<file path="config.mk">
export PLATFORM = sky130hd
export DESIGN_NAME = sd_frame_loader
export DESIGN_NICKNAME = d
export VERILOG_FILES = /design/src/rtl/sd_frame_loader.sv
export SDC_FILE = /design/constraint.sdc
export NUM_CORES = 1
export LEC_CHECK = 0
export ABC_AREA = 1
export CORE_UTILIZATION = 50
export CTS_BUF_LIST = sky130_fd_sc_hd__clkbuf_8
export DETAILED_ROUTE_END_ITERATION = 8
export GPL_ROUTABILITY_DRIVEN = 0
export PLACE_DENSITY_LB_ADDON = 0.08
export SETUP_SLACK_MARGIN = 0.15
export SKIP_CTS_REPAIR_TIMING = 1
export SYNTH_ARGS = -nofsm -noshare
export SYNTH_HDL_FRONTEND = slang
export SYNTH_SLANG_ARGS = --single-unit
</file>
<file path="constraint.sdc">
create_clock -name clk_25mhz -period 2.9 [get_ports clk_25mhz]
set_input_delay 0.435 -clock clk_25mhz [delete_from_list [all_inputs] [get_ports clk_25mhz]]
set_output_delay 0.435 -clock clk_25mhz [all_outputs]
set_load 0.02 [all_outputs]
</file>
<file path="src/rtl/sd_frame_loader.sv">
// sd_frame_loader: streams a packed 12-bit RGB frame from the SD card into the
// frame buffer. It issues block reads, takes one byte per rising edge of the
// byte strobe, and unpacks each 3-byte group into 2 pixels written sequentially.
//
// Ports:
//   clk_25mhz          system clock
//   reset              asynchronous active-low reset
//   start              one-cycle pulse, begins a frame load (IDLE/DONE only)
//   sd_ready           sd_controller ready for a command
//   sd_byte_available  sd_controller byte strobe (level, may stay high)
//   sd_dout[7:0]       sd_controller read byte
//   sd_rd              read request to sd_controller
//   sd_addr[31:0]      byte address of the current block
//   mem_we             frame buffer write enable (single-cycle pulse)
//   mem_addr[18:0]     frame buffer write address
//   mem_din[11:0]      frame buffer write data
//   busy               high from accepted start until done
//   done               high (held) after the last pixel is written
module sd_frame_loader #(
   parameter int unsigned NUM_PIXELS  = 307200,
   parameter int unsigned BASE_ADDR   = 0,
   parameter int unsigned BLOCK_BYTES = 512
) (
   input  logic        clk_25mhz,
   input  logic        reset,
   input  logic        start,
   input  logic        sd_ready,
   input  logic        sd_byte_available,
   input  logic [7:0]  sd_dout,
   output logic        sd_rd,
   output logic [31:0] sd_addr,
   output logic        mem_we,
   output logic [18:0] mem_addr,
   output logic [11:0] mem_din,
   output logic        busy,
   output logic        done
);

   localparam int unsigned PCW = 19;
   localparam int unsigned BCW = $clog2(BLOCK_BYTES) + 1;

   localparam logic [2:0] S_IDLE       = 3'd0;
   localparam logic [2:0] S_WAIT_READY = 3'd1;
   localparam logic [2:0] S_ISSUE      = 3'd2;
   localparam logic [2:0] S_READ       = 3'd3;
   localparam logic [2:0] S_DONE       = 3'd4;

   logic [2:0]     state_q,      state_d;
   logic           sd_rd_q,      sd_rd_d;
   logic [31:0]    sd_addr_q,    sd_addr_d;
   logic           mem_we_q,     mem_we_d;
   logic [18:0]    mem_addr_q,   mem_addr_d;
   logic [11:0]    mem_din_q,    mem_din_d;
   logic           busy_q,       busy_d;
   logic           done_q,       done_d;
   logic [PCW-1:0] pix_cnt_q,    pix_cnt_d;
   logic [BCW-1:0] byte_cnt_q,   byte_cnt_d;
   logic [1:0]     phase_q,      phase_d;
   logic [7:0]     byte0_q,      byte0_d;
   logic [3:0]     nib_q,        nib_d;
   logic           avail_prev_q, avail_prev_d;

   logic           byte_edge;
   logic [PCW-1:0] pix_next;
   logic [BCW-1:0] byte_cnt_inc;
   logic           pix_room;

   // Strobe edge is tracked continuously, so a strobe already high on READ
   // entry is only counted after it drops and rises again.
   assign byte_edge    = sd_byte_available & ~avail_prev_q;
   assign byte_cnt_inc = byte_cnt_q + BCW'(1);
   assign pix_room     = (pix_cnt_q < PCW'(NUM_PIXELS));

   // Next-state, counters and registered outputs.
   always_comb begin
      state_d      = state_q;
      sd_rd_d      = sd_rd_q;
      sd_addr_d    = sd_addr_q;
      mem_we_d     = 1'b0;
      mem_addr_d   = mem_addr_q;
      mem_din_d    = mem_din_q;
      busy_d       = busy_q;
      done_d       = done_q;
      pix_cnt_d    = pix_cnt_q;
      byte_cnt_d   = byte_cnt_q;
      phase_d      = phase_q;
      byte0_d      = byte0_q;
      nib_d        = nib_q;
      avail_prev_d = sd_byte_available;
      pix_next     = pix_cnt_q;

      case (state_q)
         S_IDLE, S_DONE: begin
            if (state_q == S_DONE) begin
               busy_d = 1'b0;
               done_d = 1'b1;
            end
            if (start) begin
               done_d     = 1'b0;
               busy_d     = 1'b1;
               pix_cnt_d  = '0;
               byte_cnt_d = '0;
               phase_d    = '0;
               mem_addr_d = '0;
               sd_addr_d  = 32'(BASE_ADDR);
               state_d    = S_WAIT_READY;
            end
         end

         S_WAIT_READY: begin
            if (sd_ready) begin
               sd_rd_d = 1'b1;
               state_d = S_ISSUE;
            end
         end

         // Hold the request until the controller takes it (ready drops).
         S_ISSUE: begin
            if (!sd_ready) begin
               sd_rd_d = 1'b0;
               state_d = S_READ;
            end else begin
               sd_rd_d = 1'b1;
            end
         end

         S_READ: begin
            if (byte_edge) begin
               case (phase_q)
                  2'd0: begin
                     byte0_d = sd_dout;
                     phase_d = 2'd1;
                  end
                  2'd1: begin
                     nib_d   = sd_dout[3:0];
                     phase_d = 2'd2;
                     if (pix_room) begin
                        mem_we_d   = 1'b1;
                        mem_addr_d = pix_cnt_q;
                        mem_din_d  = {byte0_q, sd_dout[7:4]};
                        pix_next   = pix_cnt_q + PCW'(1);
                     end
                  end
                  default: begin
                     phase_d = 2'd0;
                     if (pix_room) begin
                        mem_we_d   = 1'b1;
                        mem_addr_d = pix_cnt_q;
                        mem_din_d  = {nib_q, sd_dout};
                        pix_next   = pix_cnt_q + PCW'(1);
                     end
                  end
               endcase
               pix_cnt_d = pix_next;

               // Block end: advance the SD address; phase carries over.
               if (byte_cnt_inc == BCW'(BLOCK_BYTES)) begin
                  byte_cnt_d = '0;
                  sd_addr_d  = sd_addr_q + 32'(BLOCK_BYTES);
                  state_d    = (pix_next < PCW'(NUM_PIXELS)) ? S_WAIT_READY : S_DONE;
               end else begin
                  byte_cnt_d = byte_cnt_inc;
               end
            end
         end

         default: state_d = S_IDLE;
      endcase
   end

   // State and output registers.
   always_ff @(posedge clk_25mhz or negedge reset) begin
      if (!reset) begin
         state_q      <= S_IDLE;
         sd_rd_q      <= 1'b0;
         sd_addr_q    <= 32'(BASE_ADDR);
         mem_we_q     <= 1'b0;
         mem_addr_q   <= '0;
         mem_din_q    <= '0;
         busy_q       <= 1'b0;
         done_q       <= 1'b0;
         pix_cnt_q    <= '0;
         byte_cnt_q   <= '0;
         phase_q      <= '0;
         byte0_q      <= '0;
         nib_q        <= '0;
         avail_prev_q <= 1'b0;
      end else begin
         state_q      <= state_d;
         sd_rd_q      <= sd_rd_d;
         sd_addr_q    <= sd_addr_d;
         mem_we_q     <= mem_we_d;
         mem_addr_q   <= mem_addr_d;
         mem_din_q    <= mem_din_d;
         busy_q       <= busy_d;
         done_q       <= done_d;
         pix_cnt_q    <= pix_cnt_d;
         byte_cnt_q   <= byte_cnt_d;
         phase_q      <= phase_d;
         byte0_q      <= byte0_d;
         nib_q        <= nib_d;
         avail_prev_q <= avail_prev_d;
      end
   end

   assign sd_rd    = sd_rd_q;
   assign sd_addr  = sd_addr_q;
   assign mem_we   = mem_we_q;
   assign mem_addr = mem_addr_q;
   assign mem_din  = mem_din_q;
   assign busy     = busy_q;
   assign done     = done_q;

endmodule

</file>
==> impl_results.md <==
- Worst Hold Class: flop to flop
- Initial antenna violation count: 0
- Port Buffer Count: 70
- Routed len/inst: 13.9 um
- GRT overflow: 0
- Largest cells by area after synthesis: dfrtp_1, nand2_1, o21ai_0, inv_1, nor2_1
- Reg clk slew, reported paths: 0.10 ns
- Synth unique cells: 39
- Post-synthesis sequential area ratio: 0.481
- Clk_lat worst skew: 0.39 ns
- Die H: 107 um
- Fin nets: 784
- Crit-path most repeated cell: nor2_4
- Max H-tree Level: 3
- Data required time of the critical path: 3.17 ns
- N_diodes: 0
- Post-synthesis compound-gate area fraction: 0.102
- Critical path cell sequence: nor2_2 -> inv_2 -> nor2_4 -> nor2_4 -> a21oi_2 -> o21ai_2 -> or2_4 -> nor2_4 -> nand3_2 -> nor2_1 -> nor2_1
- Vias in the first global route: 4508
- Main combinational cell family by area after synthesis: simple AND/OR/NAND/NOR gates
- CP arrival: 2.62 ns
- Internal Power: 3.05 mW
- Leak: 3.01 nW
- Yosys top cell by area: dfrtp_1
- Crit-path slowest cell: dfrtp_1
- Post-synth EDFFs: 0
- Delay-heaviest family, CP: simple AND/OR/NAND/NOR gates
- First-pass GRT wire length: 21300 um
- Total number of vias: 4745
- Comb pwr share: 0.370
- Final instance area: 6530 um^2
- Die area: 11300 um^2
- Initial core utilization: 0.522
- Post-route DRC: 0
- Worst vdd ir: 446 uV
- Switch share: 0.393
- Setup Skew: 0.0150 ns
- Dpl cell area: 6290 um^2
- Final min period: 2.35 ns
- Synth Area in Adders: 0.00687
- WS Path Type: flop to flop
- Post-Synth XOR/XNOR Area: 0.0401
- Final setup viols: 0
- Die width: 107 um
- CTS Buf Count: 9
- RSZ-0062 raised after global routing: no
- Status: complete, no violations
- 1st-iter DRT viols: 253
- Root buf cell: clkbuf_8
- Initial DRT Pass Iterations: 5
- Layout cell share with drive strength beyond 1: 0.0660
- Maximum number of pins on one net before global-route repair: 50
- Asr flop ratio synth: 1.00
- Max-cap violations: 0
- Total track usage: 0.236
- Slew Limit Fails: 0
- Hpwl dp: 9190 um
- CTS tree: yes
- Final core utilization: 0.624
- Cell count after synthesis: 693
- Power per cell area: 771 nW/um^2
- Core area: 10500 um^2
- Area Overhead vs Synth: 19.5%
- Clock Path Buffers: 2
- Yosys top cell area share: 0.481
- Flip-flop and latch count after synthesis: 105
- Vias per inst: 5.22
- Sequential Power Share: 0.422
- Commonest cells after routing, fill and taps aside: nand2_1, dfrtp_1, o21ai_0, inv_1, clkdlybuf4s50_1
- Slew HR: 0.529
- Final Routed Wirelength: 12600 um
- Mux contribution to synthesized area: 0.0151
- Yosys warnings: 0
- Startpoint Class: flop
- Setup_tns: 0 ns
- Synth Cell Area: 5460 um^2
- NetSw: 1.98 mW
- Hold slack: 0.492 ns
- Routed Antenna Nets: 0
- Max incr delay on CP: 0.48 ns
- Row Count: 37
- Worst Path Buf+Inv: 1
- Actual slew at the worst max-slew pin: 0.706 ns
- Commonest non-fill, non-tap cell in the layout: nand2_1
- Clock network power share: 0.208
- Simple-gate share of the synthesized area: 0.276
- Mean post-synth cell area: 7.88 um^2
- Crit share post-route: 0.812
- Final hold viol count: 0
- IO Pins: 80
- Worst setup EP type: flop
- CP max FO: 16
- Clk sink count: 105
- Top_reg_cell synth: dfrtp_1
- Fmax: 425 MHz
[sequential cells by signal, indices dropped and copies added, names as in the netlist, 2 cells and up]
register and count:
nib_q 4, state_q 3, sd_addr 23, pix_cnt_q 19, byte0_q 8, byte_cnt_q 10, phase_q 2, mem_din 12
mem_addr 19
[cell families (layout without fill, tap and decap cells)]
logic type,count (synthesis),count (layout)
AO/OA/AOI/OAI,105,105
XOR/XNOR,25,25
adder cells (fa/ha/maj),3,3
buffers and inverters,98,170
flip-flops,105,105
multiplexers,8,8
other,1,9
AND/OR/NAND/NOR,348,348
[power by group through the flow]
stage          combinational, mW  sequential, mW  clock (mW)
2_1_floorplan               1.03            2.28           0
3_3_place_gp                1.82            2.13           0
3_5_place_dp                1.86            2.15           0
4_1_cts                     1.87            2.12        1.06
5_1_grt                     2.07            2.18        1.11
6_report                    1.86            2.12        1.05
[worst min-delay path, cell delays in order, from the launching register on]
cell and delay, ns:
dfrtp_1 0.35, nand2_1 0.05, o21ai_0 0.06
[synth_stat cells, types with 3 or more instances]
| cell type | instances |
|---|---|
| a21oi_1 | 12 |
| buf_2 | 6 |
| o21ai_1 | 8 |
| xor2_1 | 24 |
| buf_4 | 9 |
| clkbuf_1 | 6 |
| nor3_1 | 8 |
| mux2i_1 | 6 |
| nand3_1 | 34 |
| nor2_4 | 6 |
| o22ai_1 | 3 |
| nand2_1 | 206 |
| dfrtp_1 | 105 |
| nand4_1 | 11 |
| ha_1 | 3 |
| inv_1 | 71 |
| a22o_1 | 3 |
| o21ai_0 | 74 |
| nor3_2 | 3 |
| nor2_1 | 67 |
[layer usage]
layer	up-vias	GRT usage	share of wire
met1	2233	0.323	0.48
met5	-	0	0
met3	23	0.0386	0.049
met4	0	0.0861	0.018
li1	2343	-	-
met2	146	0.379	0.45
[stage by stage]
step / instances / setup WS [ns] / power [mW]
CTS: 908 / 0.583 / 5.06
detailed placement: 892 / 0.404 / 4.01
finish: 909 / 0.546 / 5.04
global placement: 892 / 0.437 / 3.95
global route: 909 / 0.406 / 5.35
floorplan: 701 / 1.09 / 3.31
[cell type report]
class                      instances  area [um^2]
sequential                       105         2630
inverter                          75          284
fill                             970         3930
tap                              136          170
timing repair buffer              79          781
clock inverter                     5         77.6
multi-input combinational        498         2440
clock buffer                      11          151
[path summary, 6_finish.rpt]
| check | from | to | slack [ns] | depth (start not counted) |
|---|---|---|---|---|
| min reg2reg | mem_addr[15]$_DFFE_PN0P_ | mem_addr[15]$_DFFE_PN0P_ | 0.49 | 2 |
| max | state_q[0]$_DFFE_PN0P_ | pix_cnt_q[9]$_DFFE_PN0P_ | 0.55 | 11 |
| min in group asynchronous | reset | mem_addr[0]$_DFFE_PN0P_ | 0.50 | 2 |
| max in group asynchronous | reset | sd_addr[15]$_DFFE_PN0P_ | 1.66 | 3 |
| min | mem_addr[15]$_DFFE_PN0P_ | mem_addr[15]$_DFFE_PN0P_ | 0.49 | 2 |
| max reg2reg | state_q[0]$_DFFE_PN0P_ | pix_cnt_q[9]$_DFFE_PN0P_ | 0.55 | 11 |
No activity file was read; power rests on OpenSTA's default activity.
